`src/rtl/leaf_stream_packetizer.sv`:
```
// Transmit side of the leaf-to-BFT stream link: packs user words into BFT packets,
// spending one credit per packet and refilling from freespace-update packets.
module leaf_stream_packetizer #(
  parameter int PACKET_BITS           = 49,
  parameter int PAYLOAD_BITS          = 32,
  parameter int NUM_LEAF_BITS         = 5,
  parameter int NUM_PORT_BITS         = 4,
  parameter int NUM_ADDR_BITS         = 7,
  parameter int FREESPACE_UPDATE_SIZE = 64
) (
  input  logic                     clk,
  input  logic                     reset,
  input  logic [PACKET_BITS-1:0]   din_leaf_bft2interface,
  output logic [PACKET_BITS-1:0]   dout_leaf_interface2bft,
  input  logic [PAYLOAD_BITS-1:0]  din_user,
  input  logic                     vld_user,
  output logic                     ack_user,
  input  logic                     resend,
  output logic                     configured,
  output logic [NUM_ADDR_BITS:0]   credits
);

  localparam int CRED_W = NUM_ADDR_BITS + 1;
  localparam int CRED_LIMIT = 1 << NUM_ADDR_BITS;
  localparam logic [CRED_W-1:0] CRED_MAX = CRED_W'(CRED_LIMIT);
  localparam int PORT_LSB = PAYLOAD_BITS + NUM_ADDR_BITS;

  typedef enum logic [1:0] {UNCFG, RUN, STALL} state_t;

  state_t                     state_q, state_d;
  logic [CRED_W-1:0]          credits_q, credits_d;
  logic [NUM_ADDR_BITS-1:0]   addr_cnt_q, addr_cnt_d;
  logic [NUM_LEAF_BITS-1:0]   dest_leaf_q, dest_leaf_d;
  logic [NUM_PORT_BITS-1:0]   dest_port_q, dest_port_d;
  logic                       configured_q, configured_d;
  logic [PACKET_BITS-1:0]     dout_q, dout_d;
  logic                       send;

  // Credits only decrement while nonzero, so the sum never goes negative;
  // an update that would overshoot the remote buffer size is clipped.
  function automatic logic [CRED_W-1:0] next_credits(input logic [CRED_W-1:0] cur,
                                                     input logic dec, input logic inc);
    int sum;
    sum = int'(cur) - int'(dec) + (inc ? FREESPACE_UPDATE_SIZE : 0);
    if (sum > CRED_LIMIT) return CRED_MAX;
    return CRED_W'(sum);
  endfunction

  logic                     in_vld;
  logic [NUM_PORT_BITS-1:0] in_port;
  logic                     in_update;
  logic                     in_config;
  logic                     unused_in_bits;

  assign in_vld    = din_leaf_bft2interface[PACKET_BITS-1];
  assign in_port   = din_leaf_bft2interface[PORT_LSB +: NUM_PORT_BITS];
  assign in_update = in_vld && (in_port == '0);
  assign in_config = in_vld && (in_port == NUM_PORT_BITS'(1));
  assign unused_in_bits = ^{din_leaf_bft2interface[PACKET_BITS-2 -: NUM_LEAF_BITS],
                            din_leaf_bft2interface[PAYLOAD_BITS +: NUM_ADDR_BITS],
                            din_leaf_bft2interface[PAYLOAD_BITS-1:NUM_LEAF_BITS+NUM_PORT_BITS]};

  always_ff @(posedge clk or posedge reset) begin
    if (reset) state_q <= UNCFG;
    else       state_q <= state_d;
  end

  // Transitions look at next-cycle credits so a refill resumes sending immediately.
  always_comb begin
    state_d = state_q;
    unique case (state_q)
      UNCFG:   if (in_config) state_d = (credits_d != '0) ? RUN : STALL;
      RUN:     if (credits_d == '0) state_d = STALL;
      STALL:   if (credits_d != '0) state_d = RUN;
      default: state_d = UNCFG;
    endcase
  end

  always_comb begin
    send     = (state_q == RUN) && vld_user && (credits_q != '0) && !resend;
    ack_user = send;
  end

  always_comb begin
    dest_leaf_d  = dest_leaf_q;
    dest_port_d  = dest_port_q;
    configured_d = configured_q;
    if (in_config) begin
      dest_leaf_d  = din_leaf_bft2interface[NUM_PORT_BITS +: NUM_LEAF_BITS];
      dest_port_d  = din_leaf_bft2interface[0 +: NUM_PORT_BITS];
      configured_d = 1'b1;
    end

    if (resend) begin
      addr_cnt_d = '0;
      credits_d  = CRED_MAX;
    end else begin
      addr_cnt_d = addr_cnt_q + {{(NUM_ADDR_BITS-1){1'b0}}, send};
      credits_d  = next_credits(credits_q, send, in_update);
    end

    dout_d = '0;
    if (send) dout_d = {1'b1, dest_leaf_q, dest_port_q, addr_cnt_q, din_user};
  end

  always_ff @(posedge clk or posedge reset) begin
    if (reset) begin
      credits_q    <= CRED_MAX;
      addr_cnt_q   <= '0;
      dest_leaf_q  <= '0;
      dest_port_q  <= '0;
      configured_q <= 1'b0;
      dout_q       <= '0;
    end else begin
      credits_q    <= credits_d;
      addr_cnt_q   <= addr_cnt_d;
      dest_leaf_q  <= dest_leaf_d;
      dest_port_q  <= dest_port_d;
      configured_q <= configured_d;
      dout_q       <= dout_d;
    end
  end

  assign dout_leaf_interface2bft = dout_q;
  assign configured              = configured_q;
  assign credits                 = credits_q;

endmodule
```
`config.mk`:
```
export PLATFORM = sky130hd
export DESIGN_NAME = leaf_stream_packetizer
export DESIGN_NICKNAME = d
export VERILOG_FILES = /design/src/rtl/leaf_stream_packetizer.sv
export SDC_FILE = /design/constraint.sdc
export NUM_CORES = 1
export LEC_CHECK = 0
export BUFFER_PORTS_ARGS = -buffer_cell sky130_fd_sc_hd__buf_2
export CAP_MARGIN = 20
export CORE_AREA = 2 2 73 103
export DETAILED_ROUTE_END_ITERATION = 10
export DIE_AREA = 0 0 75 105
export PLACE_DENSITY = 0.71
export SLEW_MARGIN = 0
export SYNTH_ARGS = -nofsm -noshare
export SYNTH_HDL_FRONTEND = slang
export SYNTH_SLANG_ARGS = --single-unit
```
`constraint.sdc`:
```
create_clock -name clk -period 4.54 [get_ports clk]
set_clock_uncertainty 0.1 [all_clocks]
set_input_delay 0.454 -clock clk [delete_from_list [all_inputs] [get_ports clk]]
set_output_delay 0.454 -clock clk [all_outputs]
set_load 0.01 [all_outputs]
```
== Word-level counts from Yosys, hierarchy flattened ==
Index checks and enable logic that the tools add are counted.
Storage, ports and cells
  register bits after elaboration: 76
  bits in latches: 0
  memory bits (writable): 0
  ROM bits: 0
  input port bits: 85
  memories: 0
Cells by class
  $add $sub $neg: 3
  $mul: 0
  div/mod/pow operators: 0
  order comparisons: 1
  eq/ne operators: 6
  shift-type cells: 0
  multiplexer cells: 13
  bitwise operators: 0
  reduce and logical (&&, ||, !) cells: 12
Operators with widths (count)
  two-way mux 49 bit: 1
  two-way mux 8 bit: 3
  nonzero test 8 bit: 2
  two-way mux 7 bit: 2
  adder 9 x 8 -> 10 bit: 1
  greater-than comparator 10 x 9 -> 1 bit (second input constant): 1
  subtractor 8 x 1 -> 9 bit: 1
  logical NOT 8 bit: 1
  two-way mux 2 bit: 4
  adder 7 x 1 -> 7 bit: 1
  inequality test 2 bit (second input constant): 3
  case mux 2 bit (3 select lines): 1
  logical AND 1 bit: 5
  == test 4 x 1 -> 1 bit (second input constant): 1
  logical NOT 4 bit: 1
  AND reduction 3 bit: 1
  == test 2 x 1 -> 1 bit (second input constant): 1
  == test 2 bit (second input constant): 1
  logical NOT 2 bit: 1
  two-way mux 1 bit: 2
  logical NOT 1 bit: 1

== Depth between registers and ports, before layout ==
  word-level depth: 15
  mapped depth: 15
  gate-level depth less buffers: 13

== Worst setup path after synthesis ==
OpenSTA, ideal clock, no wires.
  path type: flip-flop to flip-flop
  start point: register credits_q[3], in the netlist credits[3]
  end point: register state_q[0]
  library setup time: 119 ps
  arrival: 3210 ps
  data required time: 4321 ps
  slack: 1111 ps
  stages on the path, launching flop included: 15
  path buffers: 2
  path through: dfrtp_1 buf_6 nor4_2 a21oi_1 clkbuf_1 ha_1 ha_1 nand2b_1 nor4_1 xor2_1 ha_1 or4bb_1 nor2_1 o31ai_1 o21a_1
Between the ends
  word-level cells in the longest chain between the ends: 14
Ends and longest elaborated chain
  from (decl): line 31  | logic [CRED_W-1:0] credits_q, credits_d;
  from (signal assigned): line 115  | credits_q <= credits_d;
  nonzero test 8 bit (*): line 80  | send = (state_q == RUN) && vld_user && (credits_q != '0) && !resend;
  logical AND 1 bit (*) (2 in a row): line 80
  via ack_user: line 17  | output logic ack_user,
  subtractor 8 x 1 -> 9 bit (*): line 44  | sum = int'(cur) - int'(dec) + (inc ? FREESPACE_UPDATE_SIZE : 0);
  adder 9 x 8 -> 10 bit (*): line 44
  greater-than comparator 10 x 9 -> 1 bit: line 45  | if (sum > CRED_LIMIT) return CRED_MAX;
  two-way mux 1 bit: line 45
  two-way mux 1 bit: line 94  | if (resend) begin
  two-way mux 8 bit (*): line 46  | return CRED_W'(sum);
  two-way mux 8 bit (*): line 94
  nonzero test 8 bit: line 72, 74
  two-way mux 2 bit (2 in a row): line 72  | UNCFG: if (in_config) state_d = (credits_d != '0) ? RUN : STALL;
  case mux 2 bit (3 select lines): line 71  | unique case (state_q)
  to (signal assigned): line 65  | else state_q <= state_d;
  to (decl): line 30  | state_t state_q, state_d;
The timed path passes the listed nets; every way through them passes the cells marked *. The select of a mux whose other input is x is not followed.
A chain may end at the register's enable or synchronous reset.

== Worst setup path in the final report ==
  start point: register credits_q[3], in the netlist credits[3]
  end point: register credits_q[3], in the netlist credits[3]
Between the ends
  word-level cells in the longest chain between the ends: 10
Ends and longest elaborated chain (line)
  nonzero test 8 bit: 80
  logical AND 1 bit (2 in a row): 80
  subtractor 8 x 1 -> 9 bit (*): 44
  adder 9 x 8 -> 10 bit (*): 44
  greater-than comparator 10 x 9 -> 1 bit: 45
  two-way mux 1 bit: 45
  two-way mux 1 bit: 94
  two-way mux 8 bit (*): 46
  two-way mux 8 bit (*): 94
  via credits_d[3]: 31
Marks and branches as above.

==> metrics.csv <==
metric;value;unit
status;complete, no violations;
hold_buf cts;0;
grt ovf;0;
main combinational cell family by area after synthesis;simple AND/OR/NAND/NOR gates;
Inserted Diodes;0;
DRT antenna net count;0;
highest-count cells in the layout ignoring fill and taps;buf_2, dfrtp_1, and2_1, nor2_1, clkbuf_8;
Syn Std Cell Area;2929;µm²
Seq cells post-synth;76;
worst hold path class;in -> async;
CTS tree;done;
CTS max path bufs;2;
Pwr Density;454.7;nW/µm²
Fin Setup TNS;0;ns
largest net degree at the start of global routing;51;
core area;6892;µm²
die height;105;µm
Yosys cell types;39;
Peak Freq;283.3;MHz
Vias per Instance;4.596;
Worst-Margin Slew;0.6758;ns
ys async rst share;1.000;
share of layout cells above drive strength 1;0.4194;
syn_area_per_cell;13.08;µm²
P_leak;2.042;nW
Initial DRC Count;55;
via count;2004;
origin of the worst setup path;credits[3];
Fin. Hold Viols;0;
XOR/XNOR Fraction of Synth Area;0.03289;
post-synth top area cell;dfrtp_1;
Setup Viol. Count Final;0;
slew margin rel.;0.5456;
CTS sink cnt;76;
Layout area overhead;28.58;%
post-route clock period utilization;0.7774;
Seq/Total Area, Yosys;0.6497;
GP Congestion;0.8361;
average wire per standard cell;13.24;µm
top post-synthesis cells by area;dfrtp_1, and2_1, mux2_2;
VDD IR max;0.2368;mV
Slew Viols, Final;0;
placed wire-length estimate;4.125;mm
Ys Warns;0;
Skew-Pair Late Insertion Delay;0.35;ns
CP endpoint;credits[3];
Reg2Reg Launch Point;credits[3];
post-placement cell area;3571;µm²
worst r2r dst;credits[3];
pre-CTS setup slack;1.028;ns
Post-synth EDFFs;0;
CTS-repair resized insts;0;
total I/O pin count;144;
WL final;5.771;mm
Synth Net Count;315;
Root Driver;clkbuf_8;
RSZ-0062 raised after global routing;no;
vias in the first global route;1994;
Finished Cell Area;3766;µm²
clk slew on worst S/H paths;0.08;ns
initial core utilization;0.4250;
crit end category;flip-flop;
fin crit period;3.529;ns
drt first pass iters;4;
global-route wire length before repair;9.156;mm
Post-Synth Simple-Gate Area;0.1986;
Post-route DRC;0;
Pwr Total;1.712;mW
predominant post-synthesis flop cell;dfrtp_1;
Inserted Clock Buffers;9;
die area;7875;µm²
initial antenna violation count;0;
Die X-Extent;75;µm
Critical Path Start Type;flip-flop;
gr usage total;0.1574;
R2R depth;12;
post-synthesis compound-gate area fraction;0.03674;
top fanout value on the critical path;10;
flop2flop setup slack;1.01;ns
Synth top area share;0.6408;
Crit path arrival time;3.68;ns
post-CTS setup buffers;0;
mux share of post-synthesis cell area;0.03460;
Nets;427;
# rows;36;
kind of critical path;reg -> reg;
final worst slack;1.011;ns
CTS H-tree lvls;3;
Post-Syn Instances;224;
Adder-Cell Fraction of Synth Area;0.02563;
Worst Path Required;4.69;ns
IO buf count;108;
number of max-cap violations;0;
commonest non-fill, non-tap cell in the layout;buf_2;
[cell usage after synthesis, types with 2 or more instances]
| cell | number |
|---|---|
| a211oi_1 | 3 |
| a21oi_1 | 2 |
| and2_1 | 48 |
| clkbuf_1 | 7 |
| dfrtp_1 | 75 |
| ha_1 | 6 |
| inv_1 | 5 |
| mux2_2 | 9 |
| nand2_1 | 6 |
| nand2b_1 | 2 |
| nand3_1 | 3 |
| nor2_1 | 13 |
| nor2b_1 | 7 |
| nor3b_1 | 3 |
| nor4_1 | 2 |
| xnor2_1 | 6 |
| xor2_1 | 5 |
[report_power, final]
group / internal, mW / leakage (nW) / switching, mW
Sequential: 0.763 / 1.02 / 0.0460
Clock: 0.271 / 0.0938 / 0.240
Combinational: 0.178 / 0.925 / 0.214
[through the flow]
stage          utilization  std cells  hold slack, ns
6_report            0.5465        436         0.02750
5_1_grt             0.5465        436         0.07552
4_1_cts             0.5465        436         0.03652
3_5_place_dp        0.5182        420          0.3550
3_3_place_gp        0.5182        420          0.3477
2_1_floorplan            -        224          0.3474
[kinds of logic (layout without fill, tap and decap cells)]
kind of cell,count (synthesis),after routing
XOR/XNOR,11,11
buffers and inverters,14,131
flip-flops,76,76
AND/OR/NAND/NOR,95,95
multiplexers,9,9
adder cells (fa/ha/maj),6,6
AO/OA/AOI/OAI,13,13
[sequential cells by signal, indices dropped and copies added (netlist names)]
signal	cells
configured	1
credits	8
addr_cnt_q	7
state_q	2
dest_leaf_q	5
dout_leaf_interface2bft	49
dest_port_q	4
[worst min-delay path by stage]
stage / slack [ns] / startpoint / cells past startpoint / endpoint
2_1_floorplan: 0.35 / dest_port_q[0] / 1 / dout_leaf_interface2bft[39]
3_3_place_gp: 0.35 / configured / 1 / configured
5_1_grt: 0.08 / reset / 2 / dout_leaf_interface2bft[42]
4_1_cts: 0.04 / reset / 2 / dout_leaf_interface2bft[43]
6_report: 0.03 / reset / 2 / dout_leaf_interface2bft[2]
3_5_place_dp: 0.36 / dest_port_q[3] / 1 / dout_leaf_interface2bft[42]
[routing by layer]
layer  up-vias  global-route usage  wire [µm]
li1        956                   -          -
met1       959              0.1745       2188
met2        74              0.2544       3043
met3        15             0.03375        320
met4         0              0.1161        218
met5         -                   0          0
[worst max-delay path, cell delays in order (launching register included)]
cell      delay (ns)
dfrtp_1         0.49
nor4_2          0.60
a21oi_4         0.10
ha_1            0.23
ha_1            0.25
nand2b_1        0.13
nor4_1          0.06
xor2_1          0.16
ha_1            0.30
or4bb_1         0.48
nor2_1          0.10
o31ai_1         0.16
a211oi_1        0.26
[layout make-up]
cell class                      count  area, µm²
Tap cell                           95      118.9
Clock buffer                       13      148.9
Timing Repair Buffer              110      555.5
Fill cell                         639       3126
Inverter                            5      20.02
Multi-Input combinational cell    134      973.4
Sequential cell                    76       1903
Clock inverter                      3      46.29
Power figures use the tool's default switching activity.
